$ cat src/rtl/mem_access_unit_if.sv
// mem_access_unit_if: word-wide data-memory beat port between the access unit and memory
// master (access unit) drives mem_en/mem_we/mem_be/mem_addr/mem_wdata, samples mem_rdata/mem_ready
// slave (memory) drives mem_rdata/mem_ready, samples the beat request
interface mem_access_unit_if #(parameter int ADDR_W = 32);
  logic              mem_en;
  logic              mem_we;
  logic [3:0]        mem_be;
  logic [ADDR_W-1:0] mem_addr;
  logic [31:0]       mem_wdata;
  logic [31:0]       mem_rdata;
  logic              mem_ready;
  modport master (output mem_en, mem_we, mem_be, mem_addr, mem_wdata, input mem_rdata, mem_ready);
  modport slave (input mem_en, mem_we, mem_be, mem_addr, mem_wdata, output mem_rdata, mem_ready);
endinterface

$ cat src/rtl/mem_access_unit.sv
// mem_access_unit: sequences LD/LW/LWU/LB/LBU and SD/SW/SB as 32-bit memory beats
// clk, reset (sync, active-low); readreq/readtype/memwrite/addr/wdata request from decode
// rdata extended load result; stall holds pipeline; done/misalign one-cycle pulses; mem beat port
module mem_access_unit #(parameter int ADDR_W = 32) (
  input  logic              clk,
  input  logic              reset,
  input  logic              readreq,
  input  logic [2:0]        readtype,
  input  logic [1:0]        memwrite,
  input  logic [ADDR_W-1:0] addr,
  input  logic [63:0]       wdata,
  output logic [63:0]       rdata,
  output logic              stall,
  output logic              done,
  output logic              misalign,
  mem_access_unit_if.master mem
);
  typedef enum logic [1:0] {IDLE, BEAT0, BEAT1, DONE} state_t;
  state_t state, nxt;
  logic st;
  logic [1:0] mw;
  logic [2:0] rt;
  logic [ADDR_W-1:0] a;
  logic [63:0] wd;
  logic req, ok, go, two, en;
  logic [7:0] lb;
  logic [63:0] ext;
  always_comb begin
    req = readreq | (|memwrite);
    // stores take priority, so alignment is judged on the store width when memwrite is set
    ok = |memwrite ? (memwrite == 2'b11 ? addr[2:0] == 3'b0 : memwrite == 2'b01 ? addr[1:0] == 2'b0 : 1'b1)
       : readtype == 3'b100 ? addr[2:0] == 3'b0 : readtype[2] ? 1'b0 : readtype[1] ? 1'b1 : addr[1:0] == 2'b0;
    go = state == IDLE && req && ok;
    two = st ? mw == 2'b11 : rt == 3'b100;
    en = state == BEAT0 || state == BEAT1;
    nxt = state == IDLE ? (go ? BEAT0 : IDLE)
        : state == DONE ? IDLE
        : !mem.mem_ready ? state
        : state == BEAT0 && two ? BEAT1 : DONE;
    stall = reset && (go || en);
    misalign = reset && state == IDLE && req && !ok;
    done = state == DONE;
    mem.mem_en = en;
    mem.mem_we = en && st;
    mem.mem_be = !en ? 4'h0 : st && mw == 2'b10 ? 4'b0001 << a[1:0] : 4'hf;
    mem.mem_addr = !en ? '0 : {a[ADDR_W-1:2], 2'b00} + (state == BEAT1 ? ADDR_W'(4) : '0);
    mem.mem_wdata = !(en && st) ? 32'h0 : mw == 2'b10 ? {4{wd[7:0]}} : state == BEAT1 ? wd[63:32] : wd[31:0];
    lb = mem.mem_rdata[{a[1:0], 3'b000} +: 8];
    ext = rt[1] ? (rt[0] ? {56'h0, lb} : {{56{lb[7]}}, lb})
        : (rt[0] ? {32'h0, mem.mem_rdata} : {{32{mem.mem_rdata[31]}}, mem.mem_rdata});
  end
  always_ff @(posedge clk)
    if (!reset) state <= IDLE;
    else state <= nxt;
  // an LD parks its first beat in the unused low half of the store-data latch
  always_ff @(posedge clk)
    if (!reset) begin
      rdata <= '0;
      st <= 1'b0;
      mw <= 2'b00;
      rt <= 3'b000;
      a <= '0;
      wd <= '0;
    end else if (go) begin
      st <= |memwrite;
      mw <= memwrite;
      rt <= readtype;
      a <= addr;
      wd <= wdata;
    end else if (state == BEAT0 && mem.mem_ready && !st) begin
      if (two) wd[31:0] <= mem.mem_rdata;
      else rdata <= ext;
    end else if (state == BEAT1 && mem.mem_ready && !st)
      rdata <= {mem.mem_rdata, wd[31:0]};
endmodule
$ cat src/flat_wrapper.sv
// flat-port wrapper written by rule: the top's interface ports become plain ports
module mem_access_unit_flat 
#(parameter int ADDR_W = 32)
  (clk, reset, readreq, readtype, memwrite, addr, wdata, rdata, stall, done, misalign, mem_mem_en, mem_mem_we, mem_mem_be, mem_mem_addr, mem_mem_wdata, mem_mem_rdata, mem_mem_ready);
  mem_access_unit_if #(.ADDR_W(ADDR_W)) mem_i ();
  input  logic clk;
  input  logic reset;
  input  logic readreq;
  input  logic [2:0] readtype;
  input  logic [1:0] memwrite;
  input  logic [ADDR_W-1:0] addr;
  input  logic [63:0] wdata;
  output logic [63:0] rdata;
  output logic stall;
  output logic done;
  output logic misalign;
  output wire logic [$bits(mem_i.mem_en)-1:0] mem_mem_en;
  output wire logic [$bits(mem_i.mem_we)-1:0] mem_mem_we;
  output wire logic [$bits(mem_i.mem_be)-1:0] mem_mem_be;
  output wire logic [$bits(mem_i.mem_addr)-1:0] mem_mem_addr;
  output wire logic [$bits(mem_i.mem_wdata)-1:0] mem_mem_wdata;
  input wire logic [$bits(mem_i.mem_rdata)-1:0] mem_mem_rdata;
  input wire logic [$bits(mem_i.mem_ready)-1:0] mem_mem_ready;
  assign mem_mem_en = mem_i.mem_en;
  assign mem_mem_we = mem_i.mem_we;
  assign mem_mem_be = mem_i.mem_be;
  assign mem_mem_addr = mem_i.mem_addr;
  assign mem_mem_wdata = mem_i.mem_wdata;
  assign mem_i.mem_rdata = mem_mem_rdata;
  assign mem_i.mem_ready = mem_mem_ready;
  mem_access_unit #(.ADDR_W(ADDR_W)) u_core (.clk(clk), .reset(reset), .readreq(readreq), .readtype(readtype), .memwrite(memwrite), .addr(addr), .wdata(wdata), .rdata(rdata), .stall(stall), .done(done), .misalign(misalign), .mem(mem_i));
endmodule
$ cat config.mk
export PLATFORM = sky130hd
export DESIGN_NAME = mem_access_unit_flat
export DESIGN_NICKNAME = d
export VERILOG_FILES = /design/src/rtl/mem_access_unit_if.sv /design/src/rtl/mem_access_unit.sv /design/src/flat_wrapper.sv
export SDC_FILE = /design/constraint.sdc
export NUM_CORES = 1
export LEC_CHECK = 0
export ABC_AREA = 1
export ABC_CLOCK_PERIOD_IN_PS = 3000
export CAP_MARGIN = 5
export CORE_MARGIN = 5
export CORE_UTILIZATION = 30
export CTS_CLUSTER_DIAMETER = 40
export DETAILED_ROUTE_END_ITERATION = 10
export PLACE_DENSITY = 0.51
export RECOVER_POWER = 100
export SETUP_SLACK_MARGIN = 0.15
export SLEW_MARGIN = 10
export SYNTH_ARGS = -nofsm -noshare
export SYNTH_HDL_FRONTEND = slang
export SYNTH_SLANG_ARGS = --single-unit
$ cat constraint.sdc
create_clock -name clk -period 3 [get_ports clk]
set_clock_uncertainty 0.15 [all_clocks]
set_input_delay 0.45 -clock clk [delete_from_list [all_inputs] [get_ports clk]]
set_output_delay 0.45 -clock clk [all_outputs]
set_load 0.02 [all_outputs]
# [After elaboration in Yosys (flattened, before gate mapping)]
# Cells that the tools add are included.
[word_totals] ff_bits=168 inputBits=137 output_inout_bits=137 wordCells=78
[classes] addsub=1 eq_ne=10 shifts=2 n_mux=28 n_bitwise=2 reduce_logical=27
[op_table] op="two-way mux 64 bit" count=6
[op_table] op="two-way mux 32 bit" count=7
[op_table] op="adder 32 bit" count=1
[op_table] op="indexed part select 32 x 6 -> 8 bit" count=1
[op_table] op="logical AND 1 bit" count=13
[op_table] op="equality test 2 bit (second input constant)" count=5
[op_table] op="two-way mux 1 bit" count=9
[op_table] op="two-way mux 4 bit" count=2
[op_table] op="equality test 3 bit (second input constant)" count=2
[op_table] op="two-way mux 2 bit" count=3
[op_table] op="nonzero test 2 bit" count=3
[op_table] op="equality test 2 x 1 -> 1 bit (second input constant)" count=2
[op_table] op="logical NOT 2 bit" count=2
[op_table] op="left shift 1 x 2 -> 4 bit (first input constant)" count=1
[op_table] op="logical NOT 3 bit" count=1
[op_table] op="two-way mux 3 bit" count=1
[op_table] op="AND reduction 3 bit" count=1
[op_table] op="nonzero test 3 bit" count=1
[op_table] op="logical NOT 1 bit" count=2
[op_table] op="logical OR 1 bit" count=2
[op_table] op="inequality test 2 bit (second input constant)" count=1
[op_table] op="AND reduction 2 bit" count=1
[op_table] op="OR reduction 2 bit" count=1
[op_table] op="inverter 1 bit" count=1
[op_table] op="OR 1 bit" count=1

# [Logic depth before layout (Yosys ltp)]
[depth] depth_word=8 ltp_mapped=14 depth_no_buf=13

# [Worst setup path after synthesis]
# Ideal clock, no wire load.
[synth_timing] kind="flip-flop to output port" startpoint="register u_core.state[0]" endpoint="output port mem_mem_wdata[4]" arrival_ps=1800 required_ps=2400 setup_slack_ps=600 stages_incl_launch_ff=7 n_path_buf=0 path_cell_list="dfxtp_1 > inv_1 > ha_1 > nand2_1 > inv_1 > o21ai_0 > a21oi_1"
[synth_via] elab_chain_cells=4 elab_cells_between_ends=7 classes_between="eq/ne (2); mux (3); reduce/logical (2)"
[synth_rtl] element="start: declaration" line_no="mem_access_unit.sv:19" rtl="state_t state, nxt;"
[synth_rtl] element="start signal: assignment" line_no="mem_access_unit.sv:54" rtl="else state <= nxt;"
[synth_rtl] element="equality test 2 x 1 -> 1 bit / equality test 2 bit (equally long branches)" line_no="mem_access_unit.sv:35" rtl="en = state == BEAT0 || state == BEAT1;"
[synth_rtl] element="logical OR 1 bit *" line_no="mem_access_unit.sv:35"
[synth_rtl] element="net mem_mem_en" line_no="flat_wrapper.sv:17" rtl="output wire logic [$bits(mem_i.mem_en)-1:0] mem_mem_en;"
[synth_rtl] element="logical AND 1 bit *"
[synth_rtl] element="net mem_mem_we" line_no="flat_wrapper.sv:18" rtl="output wire logic [$bits(mem_i.mem_we)-1:0] mem_mem_we;"
[synth_rtl] element="two-way mux 32 bit *" line_no="mem_access_unit.sv:47" rtl="mem.mem_wdata = !(en && st) ? 32'h0 : mw == 2'b10 ? {4{wd[7:0]}} : state == BEAT1 ? wd[63:32] : wd[31:0];"
[synth_rtl] element="end: declaration" line_no="flat_wrapper.sv:21" rtl="output wire logic [$bits(mem_i.mem_wdata)-1:0] mem_mem_wdata;"
# The timed path passes the listed nets; every way through them passes the cells marked *.

# [Worst setup path after layout]
[layout_timing] startpoint="register u_core.state[1]" endpoint="output port mem_mem_en"
[layout_via] elab_chain_cells=2 elab_cells_between_ends=3 classes_between="eq/ne (2); reduce/logical (1)"
[layout_rtl] element="equality test 2 x 1 -> 1 bit / equality test 2 bit (equally long branches)" line_no="mem_access_unit.sv:35"
[layout_rtl] element="logical OR 1 bit *" line_no="mem_access_unit.sv:35"
[layout_rtl] element="end: declaration" line_no="flat_wrapper.sv:17"
# Mark *: on every way between the ends. The rest lies on a longest branch, timed or not.

==> metrics <==
CTS tree=built; Initial Util=30.2%; filler cell count in the final layout=3,497; pin count of the biggest net entering global routing=115; sum of met3 wire segment lengths after detailed routing=2640 um; remaining antenna violation count after routing=0; Core Rows=65; Setup TNS=0 ns; total count of max-transition violations in the final report=99; # DRC=0; compound-gate portion of the synthesized area=15.3%; portion of total power attributed to the clock network=23.3%; global-route usage over all layers=20.9%; Worst setup SP type=flop; TritonCTS sink count=168; Die Y-Extent=188 um; maximum fanout along the worst path=15; post-CTS clock slew at the launch and capture registers of the worst setup and hold paths=0.08 ns; static leakage=5.89 nW; routed wl met2=16,600 um; kind of end point of the critical path=output pin; number of ports placed on the die boundary=274; post-layout power=0.0103 W; vias post-DR=10.5k; clock buffers created by TritonCTS=17; Chip Width=188 um; number of global-route vias before repair=9,740; gr ovfl total=0; post-synthesis share of cell area spent on xor and xnor gates=0.924%; antenna diode count=0; Post-Layout Inst Area=12,900 um2; Max IR drop VDD=0.447 mV; final RePlAce weighted congestion=0.867; Skew-Pair Late Insertion Delay=0.43 ns; number of endpoints failing setup at the final stage=0; Core ar.=31,400 um2; H-tree depth reported by CTS=4; buffer levels on the longest clock path=2; total of flip-flops plus latches after synthesis=168; Fmax=0.350 GHz; post-synthesis share of cell area spent on full adders, half adders and majority gates=0.792%; cell area after synthesis=9480 um2; sequential power share=31.9%; simple-gate share of the synthesized area=36.7%; Pre-antenna DRT Iters=5; count of yosys warnings during synthesis=0; cell-internal power=0.00585 W; multi-input gate area in the final layout=5220 um2; Critical Path RT=2.40 ns; fraction of power consumed by combinational cells=44.8%; count of cell types in the netlist=33; number of antenna violations at the first check in global routing=1; number of hold violations in the final report=0; hold crit path type=in -> reg; standard cell area after detailed placement=12,500 um2; worst hold slack=0.313 ns; overall die area=35,200 um2; sum of net half-perimeters after detailed placement=28,200 um; combinational family with the most area after synthesis=simple AND/OR/NAND/NOR gates; cell at the root of the clock tree=clkbuf_16; Pwr Density=794 nW/um2; failing checks=max-capacitance violations, max-slew violations; multiplexer share of the synthesized area=0%; Max-cap violations=1; post-route clock period utilization=95.3%; Vias/cell=4.68; WL final=38,300 um; uppermost metal layer occupied by signal nets=met5; Port Buffers=271; fraction of the yosys area taken by sequential cells=35.5%; RSZ-0062 raised after global routing=yes; fraction of final layout cells sized beyond drive strength 1=6.67%; area growth from synthesis to layout=36.6%; Sw Pwr=0.00443 W; Synth Instances=1,602; Relative slew margins=-36.6%; Min Clock Period, post-route=2.86 ns; outcome=finished, violations left; Reg area=3370 um2; global-route wire length before repair=58,400 um; category of the critical setup timing path=reg -> out; Arr. time, crit path=2.26 ns; Finished Core Util=41.2%; final layout net count=1,975; switching share of power=43.1%; syn avg cell area=5.92 um2; Avg WL per Cell=17.1 um; slew at the pin closest to its max-slew limit=2.05 ns; met1 layer wirelength in the final routing=18,500 um; starting DRC count in detailed routing=875
metrics by stage:
step	worst slack, ns	instances
floorplan	0.600	1603
global placement	0.0274	2214
detailed placement	-0.0190	2214
CTS	0.0184	2247
global route	0.0556	2247
finish	0.142	2247
what timing repair did:
item / in CTS / in global routing
pin swaps: 3 / 5
setup endpoints to repair: 68 / 60
buffers inserted: 1 / 0
resized for setup: 139 / 100
hold buffers: 0 / 0
kinds of logic after synthesis:
kind of cell               after synthesis
DFF                                    168
and+or+nand+nor                        893
AOI/OAI and AO/OA                      287
buffers and inverters                  237
xor gates and xnor gates                10
other                                    1
adders and majority gates                6
final timing paths:
check | from | to | slack, ns | cells past startpoint
max reg2reg | u_core.state[0]$_SDFFE_PN0P_ | u_core.rdata[19]$_SDFFE_PN0P_ | 0.31 | 13
max | u_core.state[1]$_SDFFE_PN0P_ | mem_mem_en | 0.14 | 5
min reg2reg | u_core.wd[36]$_SDFFE_PN0P_ | u_core.wd[36]$_SDFFE_PN0P_ | 0.32 | 2
min | reset | u_core.wd[50]$_SDFFE_PN0P_ | 0.31 | 3
layout by cell type (no fill, tap or decap), types with 4 or more instances in the layout:
cell and instances:
dlygate4sd2_1 14, clkbuf_16 17, clkbuf_1 43, xor2_1 4, xnor2_1 6, clkdlybuf4s50_1 136, dfxtp_1 165, nor3_1 9
nand3_1 43, clkbuf_2 8, dlygate4sd3_1 65, buf_4 32, inv_2 9, o21ai_0 107, buf_2 4, nand2_1 484
nor2_1 326, a21oi_1 174, nor3_2 7, inv_1 126, buf_12 4, nor2_4 4, or2_2 6, inv_6 4
critical path, cell delays in order (launching register included):
cell	delay, ns
dfxtp_1	0.38
clkbuf_1	0.16
inv_1	0.08
ha_1	0.34
buf_4	0.23
clkdlybuf4s50_1	0.64
cell usage after synthesis:
library cell  instances  area (um2)
dfxtp_1             168        3360
buf_1                 3        11.3
nor3_1               15        75.1
nor2_2                2        12.5
a21oi_1             174         871
o21ai_1               1        5.00
and3_1                1        6.26
nor2_1              329        1230
inv_1               130         488
o21ai_2               1        8.76
nor3_2                1        10.0
nand4_1               3        18.8
nand2_1             487        1830
nand3_1              44         220
a21o_1                3        22.5
clkbuf_1             45         169
buf_4                 7        52.6
nand3_2               1        10.0
xnor2_1               6        52.6
clkinv_1              2        7.51
xor2_1                4        35.0
buf_2                37         185
ha_1                  6        75.1
nand3b_1              1        7.51
a211oi_1              1        7.51
o21ai_0             106         531
o21bai_1              1        7.51
buf_6                 7        78.8
nand2_2               2        12.5
or2_2                 6        37.5
conb_1                1        3.75
nor3b_1               1        7.51
inv_2                 6        22.5
area by class of cell:
cell class / count / share of cell area (%)
multi-input combinational: 1198 / 40.3
clock inverter: 14 / 1.44
timing repair buffer: 309 / 20.9
sequential: 168 / 26.0
inverter: 138 / 4.03
tap: 402 / 3.88
clock buffer: 18 / 3.39
registers in the layout, summed over array words and instances (netlist names):
name / flops
u_core.rdata: 64
u_core.wd: 64
u_core.a: 32
u_core.rt: 3
u_core.mw: 2
u_core.state: 2
u_core.st: 1
power by group through the flow:
stage / registers [W] / clock network (W) / logic [W]
2_1_floorplan: 0.00347 / 0 / 0.00271
4_1_cts: 0.00328 / 0.00247 / 0.00477
6_report: 0.00328 / 0.00240 / 0.00461
3_3_place_gp: 0.00331 / 0 / 0.00483
3_5_place_dp: 0.00332 / 0 / 0.00482
5_1_grt: 0.00334 / 0.00257 / 0.00518
metal layers:
layer,GRT usage (%),vias up
met1,29.8,4735
met2,32.0,315
met4,4.23,2
li1,-,5438
met5,0,-
met3,5.49,32
Note: power is estimated with default switching activity, not from simulation.
